<file path="src/rtl/vote_tally_fsm.sv">
// vote_tally_fsm: session-based one-hot ballot collector with a sequential plurality scan.
// Define VOTE_INVALID_CNT_EN to add the saturating o_invalid_cnt output.
module vote_tally_fsm #(
    parameter int N_VOTERS = 5,
    parameter int N_CAND   = 3,
    parameter int CNT_W    = $clog2(N_VOTERS + 1),
    parameter int INV_W    = $clog2(N_VOTERS * 8 + 1)
) (
    input  logic                         clk,
    input  logic                         rst_n,
    input  logic                         i_start,
    input  logic                         i_close,
    input  logic [N_VOTERS-1:0]          i_vote_valid,
    input  logic [N_VOTERS*N_CAND-1:0]   i_vote_bus,
    output logic                         o_busy,
    output logic [N_VOTERS-1:0]          o_voted,
    output logic [CNT_W-1:0]             o_total,
    output logic                         o_result_valid,
    output logic [N_CAND-1:0]            o_winner,
    output logic                         o_tie
`ifdef VOTE_INVALID_CNT_EN
    ,
    output logic [INV_W-1:0]             o_invalid_cnt
`endif
);
    localparam int IDX_W = $clog2(N_CAND + 1);
    localparam logic [1:0] S_IDLE  = 2'd0;
    localparam logic [1:0] S_OPEN  = 2'd1;
    localparam logic [1:0] S_TALLY = 2'd2;
    localparam logic [1:0] S_DONE  = 2'd3;

    logic [1:0]          r_state;
    logic [CNT_W-1:0]    r_cnt [N_CAND];
    logic [N_VOTERS-1:0] r_voted;
    logic [CNT_W-1:0]    r_total;
    logic [CNT_W-1:0]    r_max;
    logic [IDX_W-1:0]    r_idx;
    logic [IDX_W-1:0]    r_midx;
    logic                r_run_tie;
    logic [N_CAND-1:0]   r_winner;
    logic                r_tie;

    logic [N_VOTERS-1:0] w_onehot;
    logic [N_VOTERS-1:0] w_acc;
    logic [CNT_W-1:0]    w_inc [N_CAND];
    logic [CNT_W-1:0]    w_tot_inc;
    logic [CNT_W-1:0]    w_cur;
    logic                w_open;
    logic                w_start;
    logic                w_all;

    genvar v;
    for (v = 0; v < N_VOTERS; v++) begin : g_oh
        assign w_onehot[v] = $onehot(i_vote_bus[v*N_CAND +: N_CAND]);
    end

    assign w_open  = r_state == S_OPEN;
    assign w_acc   = w_open ? (i_vote_valid & ~r_voted & w_onehot) : '0;
    assign w_start = i_start && (r_state == S_IDLE || r_state == S_DONE);
    assign w_all   = &(r_voted | w_acc);

    // Per-candidate popcount of this cycle's accepted votes, plus the scan-candidate mux.
    always_comb begin
        w_tot_inc = '0;
        w_cur     = '0;
        for (int c = 0; c < N_CAND; c++) w_inc[c] = '0;
        for (int i = 0; i < N_VOTERS; i++) begin
            if (w_acc[i]) w_tot_inc = w_tot_inc + CNT_W'(1);
            for (int c = 0; c < N_CAND; c++)
                if (w_acc[i] && i_vote_bus[i*N_CAND + c]) w_inc[c] = w_inc[c] + CNT_W'(1);
        end
        for (int c = 0; c < N_CAND; c++)
            if (r_idx == IDX_W'(c)) w_cur = r_cnt[c];
    end

    always_ff @(posedge clk or negedge rst_n) begin
        if (!rst_n) begin
            r_state   <= S_IDLE;
            r_voted   <= '0;
            r_total   <= '0;
            r_max     <= '0;
            r_idx     <= '0;
            r_midx    <= '0;
            r_run_tie <= 1'b0;
            r_winner  <= '0;
            r_tie     <= 1'b0;
            for (int c = 0; c < N_CAND; c++) r_cnt[c] <= '0;
        end else if (w_start) begin
            r_state   <= S_OPEN;
            r_voted   <= '0;
            r_total   <= '0;
            r_max     <= '0;
            r_idx     <= '0;
            r_midx    <= '0;
            r_run_tie <= 1'b0;
            r_winner  <= '0;
            r_tie     <= 1'b0;
            for (int c = 0; c < N_CAND; c++) r_cnt[c] <= '0;
        end else if (w_open) begin
            r_voted <= r_voted | w_acc;
            r_total <= r_total + w_tot_inc;
            for (int c = 0; c < N_CAND; c++) r_cnt[c] <= r_cnt[c] + w_inc[c];
            if (i_close || w_all) begin
                r_state   <= S_TALLY;
                r_idx     <= '0;
                r_max     <= '0;
                r_midx    <= '0;
                r_run_tie <= 1'b0;
            end
        end else if (r_state == S_TALLY) begin
            // One extra cycle after the last candidate publishes the result.
            if (r_idx == IDX_W'(N_CAND)) begin
                r_state  <= S_DONE;
                r_winner <= (r_run_tie || r_max == '0) ? '0 : N_CAND'(1) << r_midx;
                r_tie    <= r_run_tie;
            end else begin
                r_idx <= r_idx + IDX_W'(1);
                if (w_cur > r_max) begin
                    r_max     <= w_cur;
                    r_midx    <= r_idx;
                    r_run_tie <= 1'b0;
                end else if (w_cur == r_max && w_cur != '0) begin
                    r_run_tie <= 1'b1;
                end
            end
        end
    end

    assign o_busy         = r_state == S_OPEN || r_state == S_TALLY;
    assign o_result_valid = r_state == S_DONE;
    assign o_voted        = r_voted;
    assign o_total        = r_total;
    assign o_winner       = r_winner;
    assign o_tie          = r_tie;

`ifdef VOTE_INVALID_CNT_EN
    logic [N_VOTERS-1:0] w_bad;
    logic [INV_W:0]      w_inv_sum;
    logic [INV_W-1:0]    r_inv;

    assign w_bad = w_open ? (i_vote_valid & (~w_onehot | r_voted)) : '0;

    always_comb begin
        w_inv_sum = {1'b0, r_inv};
        for (int i = 0; i < N_VOTERS; i++)
            if (w_bad[i]) w_inv_sum = w_inv_sum + (INV_W + 1)'(1);
    end

    always_ff @(posedge clk or negedge rst_n) begin
        if (!rst_n)      r_inv <= '0;
        else if (w_start) r_inv <= '0;
        else if (w_open)  r_inv <= w_inv_sum[INV_W] ? '1 : w_inv_sum[INV_W-1:0];
    end

    assign o_invalid_cnt = r_inv;
`endif
endmodule

</file>
<file path="config.mk">
export PLATFORM = sky130hd
export DESIGN_NAME = vote_tally_fsm
export DESIGN_NICKNAME = d
export VERILOG_FILES = /design/src/rtl/vote_tally_fsm.sv
export SDC_FILE = /design/constraint.sdc
export NUM_CORES = 1
export LEC_CHECK = 0
export CORE_AREA = 2 2 83 85
export CTS_BUF_LIST = sky130_fd_sc_hd__clkbuf_16
export DETAILED_ROUTE_END_ITERATION = 10
export DIE_AREA = 0 0 85 87
export PLACE_DENSITY_LB_ADDON = 0.08
export SLEW_MARGIN = 10
export SYNTH_ARGS = -nofsm -noshare
export SYNTH_HDL_FRONTEND = slang
export SYNTH_SLANG_ARGS = --single-unit
</file>
<file path="constraint.sdc">
create_clock -name clk -period 10.3 [get_ports clk]
set_input_delay 2.06 -clock clk [delete_from_list [all_inputs] [get_ports clk]]
set_output_delay 2.06 -clock clk [all_outputs]
set_load 0.1 [all_outputs]
</file>
==> metrics <==
run status=complete, no violations; dpl cells=431; Final GP Congestion=0.815; post-synth design cell area=2920 um^2; nets=428; core region area=6570 um^2; Worst Min Path Start=o_tie; number of antenna-violating nets in the routed design=0; # clock sinks=31; Pleak=1.70 nW; number of storage elements in the synthesis netlist=31; CP Launch Type=input port; Placed Area=3350 um^2; overall overflow remaining after global route=0; Final Hold Fails=0; Tightest Pin Transition=977 ps; main combinational cell family by area after synthesis=adder cells; Seq/Total Area, Yosys=26.5%; buffers and inverters on the worst path=3; number of buffers inserted during clock tree synthesis=5; final worst clock skew=5.24 ps; initial cell density of the core=44.5%; CP delay by family, top=adder cells; library cells used by synthesis=45; simple-gate area share of the yosys netlist=18.2%; remaining routing DRC violations=0; final standard cell area without fillers=3510 um^2; class of the tightest hold or removal check=register to register; origin of the worst setup path=i_vote_bus[3]; Setup TNS=0 ps; Max Clk Rate=156 MHz; share of synthesized cell area in full adder, half adder and majority cells=22.0%; Pwr per Cell Area=217 nW/um^2; number of buffers on the longest clock path=2; clock slew at the register clock pins of the worst setup and hold paths=50 ps; kind of capture point of the worst setup path=register; commonest cells after routing, fill and taps aside=41 x sky130_fd_sc_hd__inv_1, 37 x sky130_fd_sc_hd__nand2_1, 37 x sky130_fd_sc_hd__ha_1, 37 x sky130_fd_sc_hd__clkdlybuf4s50_1, 31 x sky130_fd_sc_hd__dfrtp_1; share of layout cells above drive strength 1=8.08%; capturing point of the worst reg2reg path=o_total[2]; IO buf count=37; chip height=87 um; I/O pins=38; root buffer cell=sky130_fd_sc_hd__clkbuf_16; syn_nets=390; Ys Warns=0; minimum hold slack=483 ps; area of the die=7400 um^2; via density per instance=5.27; final clock period utilization by the worst path=62.3%; classification of the worst setup path=input port to register; setup bufs post-CTS=0; depth of the critical timing path with buffers and inverters included=17; cells traversed along the worst timing path=clkdlybuf4s50_1, inv_1, fa_1, nand4b_1, nor2_1, ha_1, xnor2_1, inv_1, ha_1, mux2_2, ha_1, mux2_2, fa_1, xnor2_1, xor3_1, or3_1, a21oi_1; number of gates resized after cts=0; flip-flop cell with the highest count after synthesis=sky130_fd_sc_hd__dfrtp_1; Layout area overhead=20.1%; TritonCTS clock tree=yes; total count of max-transition violations in the final report=0; Worst setup endpoint=o_total[2]; Pwr Total=0.761 mW; critical path's slowest cell=sky130_fd_sc_hd__clkdlybuf4s50_1; peak per-stage delay on the critical path=470 ps; RR Startpoint=r_state[1]; reg-to-reg slack, setup=5720 ps; pin count of the biggest net entering global routing=32; clock insertion delay at the later pin of the skew report=270 ps; Max transition margin=34.7%; post-detailed-placement half-perimeter wirelength=5.11 mm; Arrival @ worst endpoint=6610 ps; Final min period=6420 ps; first-pass iteration count of the detailed router=5; area fraction in compound gates after synthesis=12.8%; mean area per synthesized cell=9.13 um^2; Antenna diodes=0; number of flops mapped to enable cells by yosys=0; vias=2,314; average wire per cell in the routed design=14.4 um; number of non-filler instances in the completed layout=439; total of endpoints with negative setup slack in the final report=0; setup repair after global routing missed its margin=no; number of H-tree levels=2; WL final=6.31 mm; share of synthesized area spent on multiplexers=4.28%; most common library cell in the layout ignoring fill and taps=sky130_fd_sc_hd__inv_1; number of global-route vias before repair=2,297; wire length of the first global-routing pass=10.7 mm; WP data required=10,490 ps; reg2reg path depth=17; overall fraction of global-route tracks in use=18.3%; Synth async-reset ratio=100%; quantity of hold-fixing buffers added after cts=0; number of rows created at floorplan=30; share of the synthesized netlist area taken by xor and xnor gates=8.82%; MaxCap Viol Count=0; Die W=85 um; maximum net fanout on the critical path=5; cell seen most often among critical-path stages=sky130_fd_sc_hd__ha_1; worst vdd rail ir drop=0.270 mV; drt first-iter violations=107; antenna violations before repair=0; Post-Syn Instances=320
[synth_stat cells, drive strengths merged, types with 2 or more instances]
| cell | number | area, um^2 |
|---|---|---|
| a32o | 9 | 90.1 |
| mux2i | 8 | 80.1 |
| xnor2 | 20 | 190 |
| fa | 9 | 180 |
| o21ai | 13 | 65.1 |
| nor4 | 4 | 25.0 |
| a31o | 3 | 26.3 |
| mux2 | 4 | 45.0 |
| dfrtp | 31 | 776 |
| nor4b | 6 | 52.6 |
| a21o | 3 | 25.0 |
| a21oi | 15 | 75.1 |
| xor2 | 5 | 43.8 |
| nand3 | 6 | 30.0 |
| nor2 | 24 | 100 |
| and2 | 3 | 18.8 |
| a211oi | 2 | 15.0 |
| o211ai | 3 | 22.5 |
| inv | 41 | 154 |
| ha | 37 | 463 |
| and3 | 2 | 12.5 |
| clkbuf | 5 | 28.8 |
| nor3 | 3 | 15.0 |
| buf | 3 | 33.8 |
| or3 | 4 | 26.3 |
| a21boi | 2 | 15.0 |
| nand2b | 3 | 18.8 |
| a31oi | 2 | 12.5 |
| nand2 | 38 | 145 |
| nand4b | 5 | 62.6 |
[flip-flops by register name, summed over array words and instances (netlist names)]
name       count
o_tie          1
o_total        3
o_voted        5
o_winner       3
r_cnt          9
r_idx          2
r_max          3
r_midx         2
r_run_tie      1
r_state        2
[metal layers]
layer / global-route usage [%] / up-vias / share of wire (%) / routed length (um)
li1: - / 1170 / - / -
met1: 22.6 / 1084 / 45 / 2830
met2: 33.0 / 51 / 51 / 3210
met3: 2.37 / 9 / 2.8 / 176
met4: 6.20 / 0 / 1.5 / 96
met5: 0 / - / 0 / 0
[metrics by stage]
stage          utilization [%]  setup slack, ps
3_3_place_gp              50.9             3680
6_report                  53.4             3880
3_5_place_dp              50.9             3600
4_1_cts                   53.4             3880
2_1_floorplan                -             4360
5_1_grt                   53.4             3540
[report_power, final]
| group | internal [mW] | leakage [nW] | total, mW | switching (mW) |
|---|---|---|---|---|
| sequential | 0.150 | 0.422 | 0.185 | 0.0347 |
| clock | 0.113 | 0.0812 | 0.165 | 0.0520 |
| combinational | 0.123 | 1.20 | 0.412 | 0.289 |
[worst min-delay path, cell delays in order (launching register included)]
cell                      delay (ps)
sky130_fd_sc_hd__dfrtp_1         340
sky130_fd_sc_hd__nand2_1          50
sky130_fd_sc_hd__o21ai_0          60
[cell type report]
class,count,area [um^2]
Fill cell,611,3060
Multi-Input combinational cell,240,1930
Sequential cell,31,776
Timing Repair Buffer,39,385
Inverter,41,154
Clock buffer,5,125
Tap cell,80,100
Clock inverter,3,38.8
[worst min path at each step]
stage | depth (start not counted) | endpoint | slack [ps]
after floorplan | 1 | r_run_tie | 490
after global routing | 2 | o_tie | 510
final | 2 | o_tie | 480
after detailed placement | 2 | o_tie | 480
after CTS | 2 | o_tie | 490
after global placement | 2 | o_tie | 470
[cells by family (layout without fill, tap and decap cells)]
kind of cell / Yosys count / count (layout)
xor+xnor: 26 / 26
mux: 12 / 12
flops: 31 / 31
buf+inv: 49 / 88
fa+ha+maj: 46 / 46
simple gates: 101 / 101
compound gates: 55 / 55
No activity file was read; power rests on OpenSTA's default activity.
==> variant 1: new RTL, same flow settings <==
Register the outputs `o_busy` and `o_result_valid`, with the module's reset; this adds one clock of latency there. The other outputs are not delayed to match.
--- a/src/rtl/vote_tally_fsm.sv
+++ b/src/rtl/vote_tally_fsm.sv
@@ -126,8 +126,15 @@
         end
     end
 
-    assign o_busy         = r_state == S_OPEN || r_state == S_TALLY;
-    assign o_result_valid = r_state == S_DONE;
+    always_ff @(posedge clk or negedge rst_n) begin
+        if (!rst_n) begin
+            o_busy         <= '0;
+            o_result_valid <= '0;
+        end else begin
+            o_busy         <= r_state == S_OPEN || r_state == S_TALLY;
+            o_result_valid <= r_state == S_DONE;
+        end
+    end
     assign o_voted        = r_voted;
     assign o_total        = r_total;
     assign o_winner       = r_winner;
Formal check against the unedited RTL: not equivalent (Yosys sat finds a counterexample within 4 cycles, from zero or initial values and one cycle with rst_n low).
==> variant 1 against the unedited design <==
- area after synthesis is 1.9% higher
- count of clock-buffer cells in the layout stayed put
- final area is 2.7% higher
- final cell count is 0.91% higher
- wire length is 1.3% higher
- sequential cell count is 2 higher
- total power is 11% higher
- clock skew is 0.0015 ns lower
- register-to-register slack better by 0.11 ns
- utilization is 1.4 points higher
- hold slack worse by 0.0077 ns
- sequential power is 12% higher
- critical path depth is 1 lower
- setup slack better by 0.027 ns
- critical endpoint unchanged
- largest cell class unchanged
==> variant 1: results (changes against the unedited design) <==
- mean cell area of the mapped netlist: 9.19 um^2, +0.63%
- total global-route track usage: 18.9%, +0.54 points
- number of buffers on the longest clock path: 2, unchanged
- status: finished, final reports clean
- leakage power summed over all cells: 1.75 nW, +3.0%
- worst-case register-to-register setup slack: 5.83 ns, +0.11 ns
- top fanout value on the critical path: 11, +6
- Largest Register: r_cnt
- WHS Path Cells: 2, unchanged
- ranking of synthesized cells by area: sky130_fd_sc_hd__dfrtp_1, sky130_fd_sc_hd__ha_1, sky130_fd_sc_hd__fa_1
- total placed instance area: 3410 um^2, +2.0%
- number of non-clock buffers: 39, unchanged
- placed wire-length estimate: 5050 um, -1.2%
- start point of the critical path: i_vote_bus[6]
- VDD IR-drop max: 0.152 mV, -44%
- starting DRC count in detailed routing: 80, -25%
- ClkCell Share: 5.28%, +0.61 points
- multi-input combinational cell count: 243, +1.3%
- root buffer cell: sky130_fd_sc_hd__clkbuf_16
- Tightest Hold Check Type: reg -> reg
- hold-critical path endpoint: o_winner[2]$_DFFE_PN0P_
- vias in the first global route: 2387, +3.9%
- Mapped Nets: 394, +1.0%
- register cell area after layout: 826 um^2, +6.5%
- library cells used by synthesis: 46, +2.2%
- number of logic inverters in the finished layout: 40, -2.4%
- post-route DRC violation count: 0, unchanged
- wire length of the first global-routing pass: 11000 um, +3.2%
- number of nets in the finished design: 432, +0.93%
- primary flip-flop cell chosen by synthesis mapping: sky130_fd_sc_hd__dfrtp_1
- clock sink count: 33, +6.5%
- worst reg-to-reg path cell count: 16, -1
- share of post-route cells with drive strength above 1: 7.44%, -0.64 points
- DR vias/cell: 5.24, -0.52%
- post-synthesis sequential area ratio: 27.7%, +1.2 points
- number of iterations in the first detailed-routing pass: 4, -1
- Non-clock buffer share: 10.7%, -0.29 points
- most common library cells after synthesis: sky130_fd_sc_hd__inv_1, sky130_fd_sc_hd__nand2_1, sky130_fd_sc_hd__ha_1
- share of flip-flops with an asynchronous set or reset: 100%, unchanged
- Hold Crit Start: o_winner[2]$_DFFE_PN0P_
- clock tree skew after final layout: 0.00371 ns, -0.00153 ns
- RePlAce Congestion: 0.834, +2.4%
- maximum number of pins on one net before global-route repair: 34, +6.3%
- transition time at the pin with the least slew margin: 0.970 ns, -0.00637 ns
- number of fill cells in the layout: 619, +1.3%
- mean routed wirelength per cell: 14.4 um, +0.35%
- multi-input logic portion of the cell area: 54.2%, -0.84 points
-- variant 1: changes by cell type in the layout (fill, tap and decap cells not counted), moves of 2 or more --
cell	before	now
sky130_fd_sc_hd__nand2_1	37	40
sky130_fd_sc_hd__a21o_1	1	3
sky130_fd_sc_hd__a21o_2	2	0
sky130_fd_sc_hd__a32o_1	9	7
sky130_fd_sc_hd__dfrtp_1	31	33
sky130_fd_sc_hd__nor2_1	22	20
sky130_fd_sc_hd__nor2_4	1	3
sky130_fd_sc_hd__nor3_1	3	1
sky130_fd_sc_hd__nor3_2	0	2
sky130_fd_sc_hd__o21ai_0	13	15
-- variant 1: metrics by stage --
stage | power, mW | utilization [%] | instances | worst slack [ns] | hold WS (ns)
after global routing | 0.901 | 54.9 | 443 | 3.59 | 0.512
after detailed placement | 0.654 | 52.0 | 435 | 3.63 | 0.469
after global placement | 0.649 | 52.0 | 435 | 3.74 | 0.472
after floorplan | 0.544 | - | 324 | 4.39 | 0.457
final | 0.843 | 54.9 | 443 | 3.91 | 0.476
after CTS | 0.850 | 54.9 | 443 | 3.90 | 0.482
-- variant 1: routing by layer --
| metal | up-vias | GRT usage (%) | part of all wire, % |
|---|---|---|---|
| met5 | - | 0 | 0 |
| met4 | 0 | 6.06 | 1.3 |
| met3 | 6 | 2.37 | 2.3 |
| met2 | 34 | 34.2 | 50 |
| met1 | 1107 | 23.3 | 47 |
| li1 | 1176 | - | - |
-- variant 1: critical path, cell delays in order --
cell	delay, ns
sky130_fd_sc_hd__clkdlybuf4s50_1	0.50
sky130_fd_sc_hd__inv_1	0.08
sky130_fd_sc_hd__fa_1	0.47
sky130_fd_sc_hd__nand4b_1	0.52
sky130_fd_sc_hd__nor2_4	0.30
sky130_fd_sc_hd__xnor2_1	0.18
sky130_fd_sc_hd__inv_1	0.07
sky130_fd_sc_hd__ha_1	0.28
sky130_fd_sc_hd__mux2_2	0.27
sky130_fd_sc_hd__ha_1	0.26
sky130_fd_sc_hd__mux2_2	0.28
sky130_fd_sc_hd__fa_1	0.41
sky130_fd_sc_hd__xnor2_1	0.18
sky130_fd_sc_hd__xor3_1	0.24
sky130_fd_sc_hd__or3_1	0.31
sky130_fd_sc_hd__a21oi_1	0.14
-- variant 1: report_power, final --
| part | switching [mW] | internal [mW] |
|---|---|---|
| sequential | 0.0432 | 0.165 |
| clock | 0.0538 | 0.138 |
| combinational | 0.311 | 0.131 |
| total | 0.408 | 0.435 |
-- variant 1: kinds of logic (layout without fill, tap and decap cells) --
family | after synthesis | count (layout) | share of synthesized area [%]
flops | 33 | 33 | 27.7
mux | 12 | 12 | 4.20
fa+ha+maj | 46 | 46 | 21.6
xor+xnor | 26 | 26 | 8.40
simple gates | 104 | 104 | 19.2
compound gates | 55 | 55 | 12.1
buf+inv | 48 | 87 | 6.72
==> variant 2: new RTL, same settings <==
Without the edit above. Add a define of `VOTE_INVALID_CNT_EN`.
--- a/src/rtl/vote_tally_fsm.sv
+++ b/src/rtl/vote_tally_fsm.sv
@@ -1,5 +1,7 @@
 // vote_tally_fsm: session-based one-hot ballot collector with a sequential plurality scan.
 // Define VOTE_INVALID_CNT_EN to add the saturating o_invalid_cnt output.
+`define VOTE_INVALID_CNT_EN
+
 module vote_tally_fsm #(
     parameter int N_VOTERS = 5,
     parameter int N_CAND   = 3,
Function (old outputs only; new: o_invalid_cnt): kept (equiv_simple and equiv_induct, registers matched by name and starting in step).
==> variant 2 against the unedited design <==
- sequential cell count rose by 6
- via count up 37%
- count of clock-buffer cells in the layout stayed put
- area after synthesis increased by 27%
- synthesized cell count grew 36%
- global-route usage up 5.5 points
- clock power fell by 12%
- die area did not move
- wire length is 30% higher
- maximum frequency fell by 9.7%
- final area grew 24%
- total power increased by 50%
- setup slack got worse by 0.69 ns
==> variant 2: results (changes against the unedited design) <==
- root buffer cell: sky130_fd_sc_hd__clkbuf_16
- vias in the first global route: 3029, +32%
- relative slew slack: 34.1%, -0.57 points
- n_diodes: 0, unchanged
- RePlAce Congestion: 0.904, +11%
- Tightest Hold Check Type: reg -> reg
- VDD IR-drop max: 0.238 mV, -12%
- Worst-Skew Late Latency: 0.28 ns
- antenna violations before repair: 0, unchanged
- placed wire-length estimate: 6380 um, +25%
- post-CTS clock slew at the launch and capture registers of the worst setup and hold paths: 0.05 ns, about the same
- highest cell delay on the worst timing path: 0.55 ns, +0.08 ns
- area fraction in compound gates after synthesis: 14.1%, +1.3 points
- IO Port Bufs: 43, +16%
- mux share of post-synthesis cell area: 5.40%, +1.1 points
- maximum number of pins on one net before global-route repair: 38, +19%
- yosys synthesis warning count: 0, unchanged
- clock tree skew after final layout: 0.00350 ns, -0.00174 ns
- share of post-route cells with drive strength above 1: 6.28%, -1.8 points
- number of H-tree levels: 2, unchanged
- number of iterations in the first detailed-routing pass: 4, -1
- Post-DRT Antenna Nets: 0, unchanged
- number of nets in the finished design: 547, +28%
- Critical Path Slowest Stage Cell: sky130_fd_sc_hd__or4_1
- Mapped Nets: 504, +29%
- most common library cells after synthesis: sky130_fd_sc_hd__nor2_1, sky130_fd_sc_hd__inv_1, sky130_fd_sc_hd__nand2_1
- arrival time reported for the critical path endpoint: 7.26 ns, +0.65 ns
- ranking of synthesized cells by area: sky130_fd_sc_hd__dfrtp_1, sky130_fd_sc_hd__ha_1, sky130_fd_sc_hd__xnor2_1
- post-synthesis xor/xnor area fraction: 12.2%, +3.4 points
- total placed instance area: 4210 um^2, +26%
- flip-flop count of the largest register after layout: 9, unchanged
- Largest Register: r_cnt
- synthesized-area fraction occupied by adder cells: 17.0%, -5.0 points
- library cells used by synthesis: 59, +31%
- primary flip-flop cell chosen by synthesis mapping: sky130_fd_sc_hd__dfrtp_1
- share of flip-flops with an asynchronous set or reset: 100%, unchanged
- number of gates given a new drive strength after cts: 0, unchanged
- number of buffers on the longest clock path: 2, unchanged
- post-synthesis sequential area ratio: 25.0%, -1.6 points
- total global-route track usage: 23.8%, +5.5 points
- status: finished, final reports clean
- top fanout value on the critical path: 6, +1
- leakage power summed over all cells: 1.92 nW, +13%
- number of fill cells in the layout: 558, -8.7%
- Num CTS Buffers: 5, unchanged
- Total Routed Length: 8210 um, +30%
- wire length of the first global-routing pass: 14200 um, +33%
- postcts setup bufs: 0, unchanged
- starting DRC count in detailed routing: 238, +120%
- DR vias/cell: 5.68, +7.8%
==> variant 2: cell count changes in the layout (fill, tap and decap cells not counted), sizes merged, moves of 6 or more <==
cell / change
xor2: +11
xnor2: +12
a211oi: +7
dfrtp: +6
nand4: +8
nand3: +13
nand2: +6
a32o: -6
nor2: +28
==> variant 2: per-stage QoR <==
step | util (%) | hold slack [ns] | worst slack (ns) | total power [mW] | instances
finish | 66.2 | 0.484 | 3.19 | 1.14 | 558
global route | 66.2 | 0.526 | 2.81 | 1.23 | 558
CTS | 66.2 | 0.483 | 3.23 | 1.15 | 558
detailed placement | 64.1 | 0.471 | 2.94 | 0.996 | 551
global placement | 64.1 | 0.464 | 3.11 | 0.980 | 551
floorplan | - | 0.484 | 3.75 | 0.828 | 435
==> variant 2: cells by family (layout without fill, tap and decap cells) <==
family,after synthesis,count (layout)
simple gates,162,162
flops,37,37
mux,19,19
compound gates,70,70
fa+ha+maj,45,45
xor+xnor,49,49
buf+inv,53,96
==> variant 2: final timing paths <==
check	startpoint	endpoint	slack [ns]	cells after the start
worst max-delay path	i_vote_bus[0]	o_invalid_cnt[5]$_DFFE_PN0N_	3.19	21
worst min-delay path	o_tie$_DFFE_PN0P_	o_tie$_DFFE_PN0P_	0.48	2
worst max register to register	r_state[1]$_DFFE_PN0P_	o_invalid_cnt[5]$_DFFE_PN0N_	5.34	21
worst min register to register	o_tie$_DFFE_PN0P_	o_tie$_DFFE_PN0P_	0.48	2
max in group asynchronous	rst_n	o_voted[4]$_DFFE_PN0N_	7.87	1
min in group asynchronous	rst_n	o_invalid_cnt[5]$_DFFE_PN0N_	1.89	1
==> variant 2: critical path: cells and delay by family <==
kind	cells	cell delay (ns)
compound gates	5	1.30
fa+ha+maj	5	1.63
buf+inv	3	0.63
simple gates	8	1.62
==> variant 2: area by class of cell <==
cell class / count / area [um^2] / area share [%]
Clock inverter: 2 / 11.3 / 0.259
Sequential cell: 37 / 926 / 21.3
Timing Repair Buffer: 45 / 440 / 10.1
Multi-Input combinational cell: 345 / 2580 / 59.3
Clock buffer: 5 / 125 / 2.88
Tap cell: 80 / 100 / 2.30
Inverter: 44 / 165 / 3.80
==> variant 2: where the power goes <==
part | internal [mW] | switching [mW] | total [mW] | leakage [nW]
clock network | 0.0874 | 0.0583 | 0.146 | 0.0633
registers | 0.193 | 0.0498 | 0.243 | 0.495
logic | 0.243 | 0.508 | 0.751 | 1.36
==> variant 2: per-layer routing <==
metal  global-route usage, %  vias up  routed length (um)
met5                       0        -                   0
met4                    5.48        0                  75
met3                    3.03        8                 302
met2                    41.5       64                4020
met1                    31.6     1512                3810
li1                        -     1587                   -
